<file path="config.mk">
export PLATFORM = sky130hd
export DESIGN_NAME = tt_um_addon_serial
export DESIGN_NICKNAME = d
export VERILOG_FILES = /design/src/rtl/tt_um_addon_serial.sv
export SDC_FILE = /design/constraint.sdc
export NUM_CORES = 1
export LEC_CHECK = 0
export CAP_MARGIN = 10
export CORE_MARGIN = 3
export CORE_UTILIZATION = 60
export CTS_CLUSTER_SIZE = 8
export DETAILED_ROUTE_END_ITERATION = 16
export PLACE_DENSITY = 0.85
export SLEW_MARGIN = 15
export SYNTH_ARGS = -nofsm -noshare
export SYNTH_HDL_FRONTEND = slang
export SYNTH_SLANG_ARGS = --single-unit
</file>
<file path="constraint.sdc">
create_clock -name clk -period 3.5 [get_ports clk]
set_input_delay 0.7 -clock clk [delete_from_list [all_inputs] [get_ports clk]]
set_output_delay 0.7 -clock clk [all_outputs]
set_load 0.02 [all_outputs]
</file>
<file path="src/rtl/tt_um_addon_serial.sv">
// Bit-serial adder/subtractor/accumulator: byte-wide operand loads, one bit per
// clock through a full adder with a carry flop, byte-wide result readback.
module tt_um_addon_serial #(
    parameter int unsigned WIDTH = 16
) (
    input  logic [7:0] ui_in,
    output logic [7:0] uo_out,
    input  logic [7:0] uio_in,
    output logic [7:0] uio_out,
    output logic [7:0] uio_oe,
    input  logic       ena,
    input  logic       clk,
    input  logic       rst_n
);

    localparam int unsigned NB = WIDTH / 8;
    localparam int unsigned PW = (NB > 1) ? $clog2(NB) : 1;
    localparam int unsigned CW = $clog2(WIDTH);

    typedef enum logic [1:0] {
        IDLE = 2'd0,
        RUN  = 2'd1,
        DONE = 2'd2
    } state_t;

    state_t           state;
    logic [WIDTH-1:0] a_q;
    logic [WIDTH-1:0] b_q;
    logic [WIDTH-1:0] s_q;
    logic [WIDTH-1:0] r_q;
    logic             c_q;
    logic [CW-1:0]    cnt;
    logic [PW-1:0]    rd_ptr;
    logic             carry_q;
    logic             ovf_q;
    logic             mode_sub;
    logic             mode_acc;

    logic load_a, load_b, start, rd_next;
    logic a0, b0, s_bit, c_nxt;

    assign load_a  = uio_in[0];
    assign load_b  = uio_in[1];
    assign start   = uio_in[2];
    assign rd_next = uio_in[3];

    // One full-adder slice on the current LSBs
    assign a0    = a_q[0];
    assign b0    = b_q[0];
    assign s_bit = a0 ^ b0 ^ c_q;
    assign c_nxt = (a0 & b0) | (a0 & c_q) | (b0 & c_q);

    always_ff @(posedge clk) begin
        if (!rst_n) begin
            state    <= IDLE;
            a_q      <= '0;
            b_q      <= '0;
            s_q      <= '0;
            r_q      <= '0;
            c_q      <= 1'b0;
            cnt      <= '0;
            rd_ptr   <= '0;
            carry_q  <= 1'b0;
            ovf_q    <= 1'b0;
            mode_sub <= 1'b0;
            mode_acc <= 1'b0;
        end else begin
            case (state)
                IDLE, DONE: begin
                    if (start) begin
                        mode_acc <= ui_in[0];
                        mode_sub <= ui_in[1];
                        if (ui_in[0]) a_q <= r_q;
                        if (ui_in[1]) begin
                            b_q <= ~b_q;
                            c_q <= 1'b1;
                        end else begin
                            c_q <= 1'b0;
                        end
                        cnt   <= '0;
                        state <= RUN;
                    end else begin
                        if (load_a) a_q <= {ui_in, a_q[WIDTH-1:8]};
                        if (load_b) b_q <= {ui_in, b_q[WIDTH-1:8]};
                    end
                    if (rd_next) begin
                        rd_ptr <= (rd_ptr == PW'(NB - 1)) ? '0 : rd_ptr + PW'(1);
                    end
                end
                RUN: begin
                    c_q <= c_nxt;
                    a_q <= a_q >> 1;
                    b_q <= b_q >> 1;
                    s_q <= {s_bit, s_q[WIDTH-1:1]};
                    cnt <= cnt + CW'(1);
                    // Last bit: a0/b0 are the operand MSBs, s_bit the sum MSB
                    if (cnt == CW'(WIDTH - 1)) begin
                        r_q     <= {s_bit, s_q[WIDTH-1:1]};
                        carry_q <= c_nxt;
                        ovf_q   <= (a0 == b0) && (s_bit != a0);
                        rd_ptr  <= '0;
                        state   <= DONE;
                    end
                end
                default: state <= IDLE;
            endcase
        end
    end

    assign uo_out  = 8'(r_q >> {rd_ptr, 3'b000});
    assign uio_out = {state == DONE, state == RUN, ovf_q, carry_q, 4'b0000};
    assign uio_oe  = 8'hF0;

    logic unused_ok;
    assign unused_ok = &{1'b0, ena, uio_in[7:4], s_q[0], mode_acc, mode_sub};

endmodule

</file>
# == After elaboration in Yosys (flattened, before gate mapping) ==
# Index checks and enable logic that the tools add are counted.
# totals
ff_bits,74
out_inout_bits,24
# op_classes
addsub,2
eq_ne,12
shift,1
muxes,20
bitwise,8
n_reduce_logical,10
# ops
operator,n
$mux 16,6
$pmux 16 s2,2
$not 16->16,1
$shr 16x4->8,1
$ne 3x3->1 const B,4
$reduce_and 3->1,3
$pmux 4 s2,1
$reduce_and 2->1,3
$mux 1,5
$add 4x1->4 const B,1
$eq 4x4->1 const B,1
$mux 2,2
$mux 4,1
$ne 2x2->1 const B,2
$pmux 1 s2,2
$pmux 2 s2,1
$and 1x1->1,3
$eq 2x1->1 const B,1
$eq 2x2->1 const B,1
$logic_not 2->1,1
$ne 2x1->1 const B,1
$or 1x1->1,2
$reduce_bool 2->1,1
$reduce_or 2->1,1
5 further kinds,6

# == Depth between registers and ports, before layout ==
# logic_depth
depth_word,4
mapped_depth,8

# == Worst setup path after synthesis ==
# No wires, ideal clock.
# synth_path
path_kind,register to output
startpoint,register state[0]
endpoint,output uio_out[6]
arrival_time_ns,1.073
required_ns,2.800
path_slack_ns,1.727
stages_incl_launch_ff,7
n_path_buf,4
path_cell_list,dfxtp_1 buf_4 nand2b_1 buf_6 inv_2 buf_4 buf_2
# synth_between
elab_chain_cells,1
# synth_lines
element,line_no,source
start: declaration,26,state_t state;
start signal: assignment,55,state <= IDLE;
start signal: assignment,81,state <= RUN;
start signal: assignment,102,state <= DONE;
$eq 2x1->1,111,"assign uio_out = {state == DONE, state == RUN, ovf_q, carry_q, 4'b0000};"
end: declaration,9,"output logic [7:0] uio_out,"
# No other way between the ends.

# == Worst setup path after layout ==
# Same ends and word-level chain as after synthesis.

==> metrics <==
gr ovfl total 0; P&R area growth vs syn 8.87%; status complete, no violations; Final Hold Vio Count 0; share of cells above drive strength 1 8.26%; Placer Congestion 0.784; hold_buf cts 0; total wire length 7400 µm; RSZ-0062 raised after global routing false; cell count after synthesis around 440; Seq. cell area 0.00146 mm²; Clk Latency, worst-skew pair around 0.35 ns; antenna cell count 0; Slew headroom roughly half; syn_area_per_cell 8.27 µm²; clock share of power about 37%; PostCTS Resize Cnt 0; Least-Margin Pin Slew ~0.75 ns; initial DRC count 280; total power 1.83 mW; Req. time, crit path roughly 2.8 ns; CP Capture Type output port; DRC viols 0; first-pass GRT wire length 12800 µm; R2R setup slack between 1 and 1.5 ns; clk slew on worst S/H paths about 0.08 ns; Setup crit start kind register; ranking of synthesized cells by area dfxtp_1, nand2_1, a21boi_0; Adder-Cell Fraction of Synth Area roughly 1.2%; IO buf count 25; Final Cell Area just under 0.004 mm²; Worst setup startpoint state[0]; sequential area share after synthesis 40.0%; Synthesis Warnings 0; first drt pass iteration count 4; Post-synth EDFFs 0; DIE AREA approximately 0.0071 mm²; post-synthesis async set-or-reset flop share 0%; DR vias/cell ~5.8; simple-gate share of the synthesized area ~18%; Max Clk Rate ~380 MHz; post-synth top area cell dfxtp_1; largest net degree at the start of global routing 51; gr usage total between 20% and 30%; ys flop type dfxtp_1; top-area cell type share of the netlist area around 40%; worst flop-to-flop path startpoint state[0]; final net count approximately 470; Max VDD drop 405 µV; minimum clock period after layout about 2.6 ns; Post-Place Cells 504; Setup Skew just over 0.005 ns; leakage ~1.5 nW; Hold WC Path Type reg2reg; Final Cycle Share between 70% and 80%; CTS buffer count 9; # fillers 473; dpl cell area roughly 0.0038 mm²; mux cell area share after synthesis roughly 7.7%; synth unique cells 39; WS Path Type reg2out; hold depth 2; FF-to-FF End ovf_q; Reg2Reg Depth 4; post-CTS setup buffer count 0; Final Slew Violations 0; sequential share of power 49.9%; largest family of logic cells by synthesized area compound AO/OA/AOI/OAI gates; worst-path maximum fanout 18; setup TNS 0 ns; CTS tree yes; PwrDens between 400 and 500 mW/mm²; Net Sw Frac between 20% and 30%; die height 84.0 µm; Comb pwr share 13.1%; CTS sink cnt between 70 and 80; dpl hpwl around 4700 µm; commonest cells after routing, fill and taps aside nand2_1, dfxtp_1, a21boi_0, o21ai_0, nand3_1; Fin Hold WS 0.454 ns; worst setup path end uio_out[6]; clock buffer depth 2; final antenna-violating net count 0; htree depth 3; Vias ~3000; CP Data Arrival Time approximately 1.9 ns; Final setup viols 0; clk root buf clkbuf_8; count of max-cap constraint violations 0; drt wl/cell between 10 and 15 µm; most common cell after layout, fill and taps aside nand2_1; synthesized area 0.00365 mm²; # rows 27; Die Width between 80 and 90 µm; XOR/XNOR Fraction of Synth Area less than 1%; internal power between 1 and 1.5 mW; #FFs+latches synth 73; Initial Util 64.0%; switching power between 0.4 and 0.5 mW; vias in the first global route ~2700; Core Box Area roughly 0.0057 mm²; Compound-Gate Fraction of Synth Area a little under a quarter; initial antenna violation count 0; I/O pins 43; post-route non-filler standard cell count between 500 and 600; multi-input logic area between 0.0015 and 0.002 mm²
area by class of cell:
cell class	count	share of cell area, %
Sequential cell	73	36.7
Clock buffer	12	3.90
Multi-Input combinational cell	316	47.4
Timing Repair Buffer	32	7.36
Inverter	11	1.04
Clock inverter	4	1.29
Tap cell	72	2.26
synthesized netlist by cell type (13+ instances only):
cell and instances:
a21boi_0 34, buf_2 13, buf_4 19, clkbuf_1 14, dfxtp_1 73, mux2i_1 18
nand2_1 78, nand3_1 32, nor2_1 16, o211ai_1 13, o21ai_0 34, o31ai_1 19
registers in the layout, summed over array words and instances (netlist names):
| signal | count |
|---|---|
| a_q | 16 |
| b_q | 16 |
| c_q | 1 |
| carry_q | 1 |
| cnt | 4 |
| ovf_q | 1 |
| r_q | 16 |
| rd_ptr | 1 |
| s_q | 15 |
| state | 2 |
metal layers:
| metal | share of wire (%) | track usage, % |
|---|---|---|
| met5 | 0 | 0 |
| met4 | 1.3 | 7.02 |
| met3 | 4.6 | 7.70 |
| met2 | 47 | 32.7 |
| met1 | 47 | 30.4 |
power by group through the flow:
stage | Combinational (mW) | Sequential, mW | Clock, mW
2_1_floorplan | 0.215 | 0.917 | 0
3_3_place_gp | 0.231 | 0.930 | 0
3_5_place_dp | 0.238 | 0.932 | 0
4_1_cts | 0.240 | 0.913 | 0.687
5_1_grt | 0.270 | 0.920 | 0.730
6_report | 0.240 | 0.913 | 0.678
through the flow:
step                utilization, %  worst slack [ns]
floorplan                        -              1.73
global placement              66.1              1.19
detailed placement            66.1              1.16
CTS                           69.7             0.853
global route                  69.7             0.755
finish                        69.7             0.858
logic make-up (layout without fill, tap and decap cells):
| family | after synthesis | after routing |
|---|---|---|
| flops | 73 | 73 |
| buf+inv | 63 | 59 |
| mux | 27 | 27 |
| simple gates | 150 | 150 |
| fa+ha+maj | 3 | 3 |
| other cells | 2 | 12 |
| compound gates | 123 | 123 |
| xor+xnor | 1 | 1 |
worst min-delay path by stage:
stage                     slack, ns      to   start
after CTS                      0.46   ovf_q   ovf_q
after global routing           0.49  s_q[1]  s_q[1]
after global placement         0.44   ovf_q   ovf_q
after floorplan                0.43   ovf_q   ovf_q
after detailed placement       0.45   ovf_q   ovf_q
final                          0.45   ovf_q   ovf_q
worst max-delay path, cell delays in order (launching register included):
cell and delay (ns):
dfxtp_1 0.54, nand2b_2 0.31, inv_2 0.13, clkdlybuf4s50_1 0.61
Note: power is estimated with default switching activity, not from simulation.
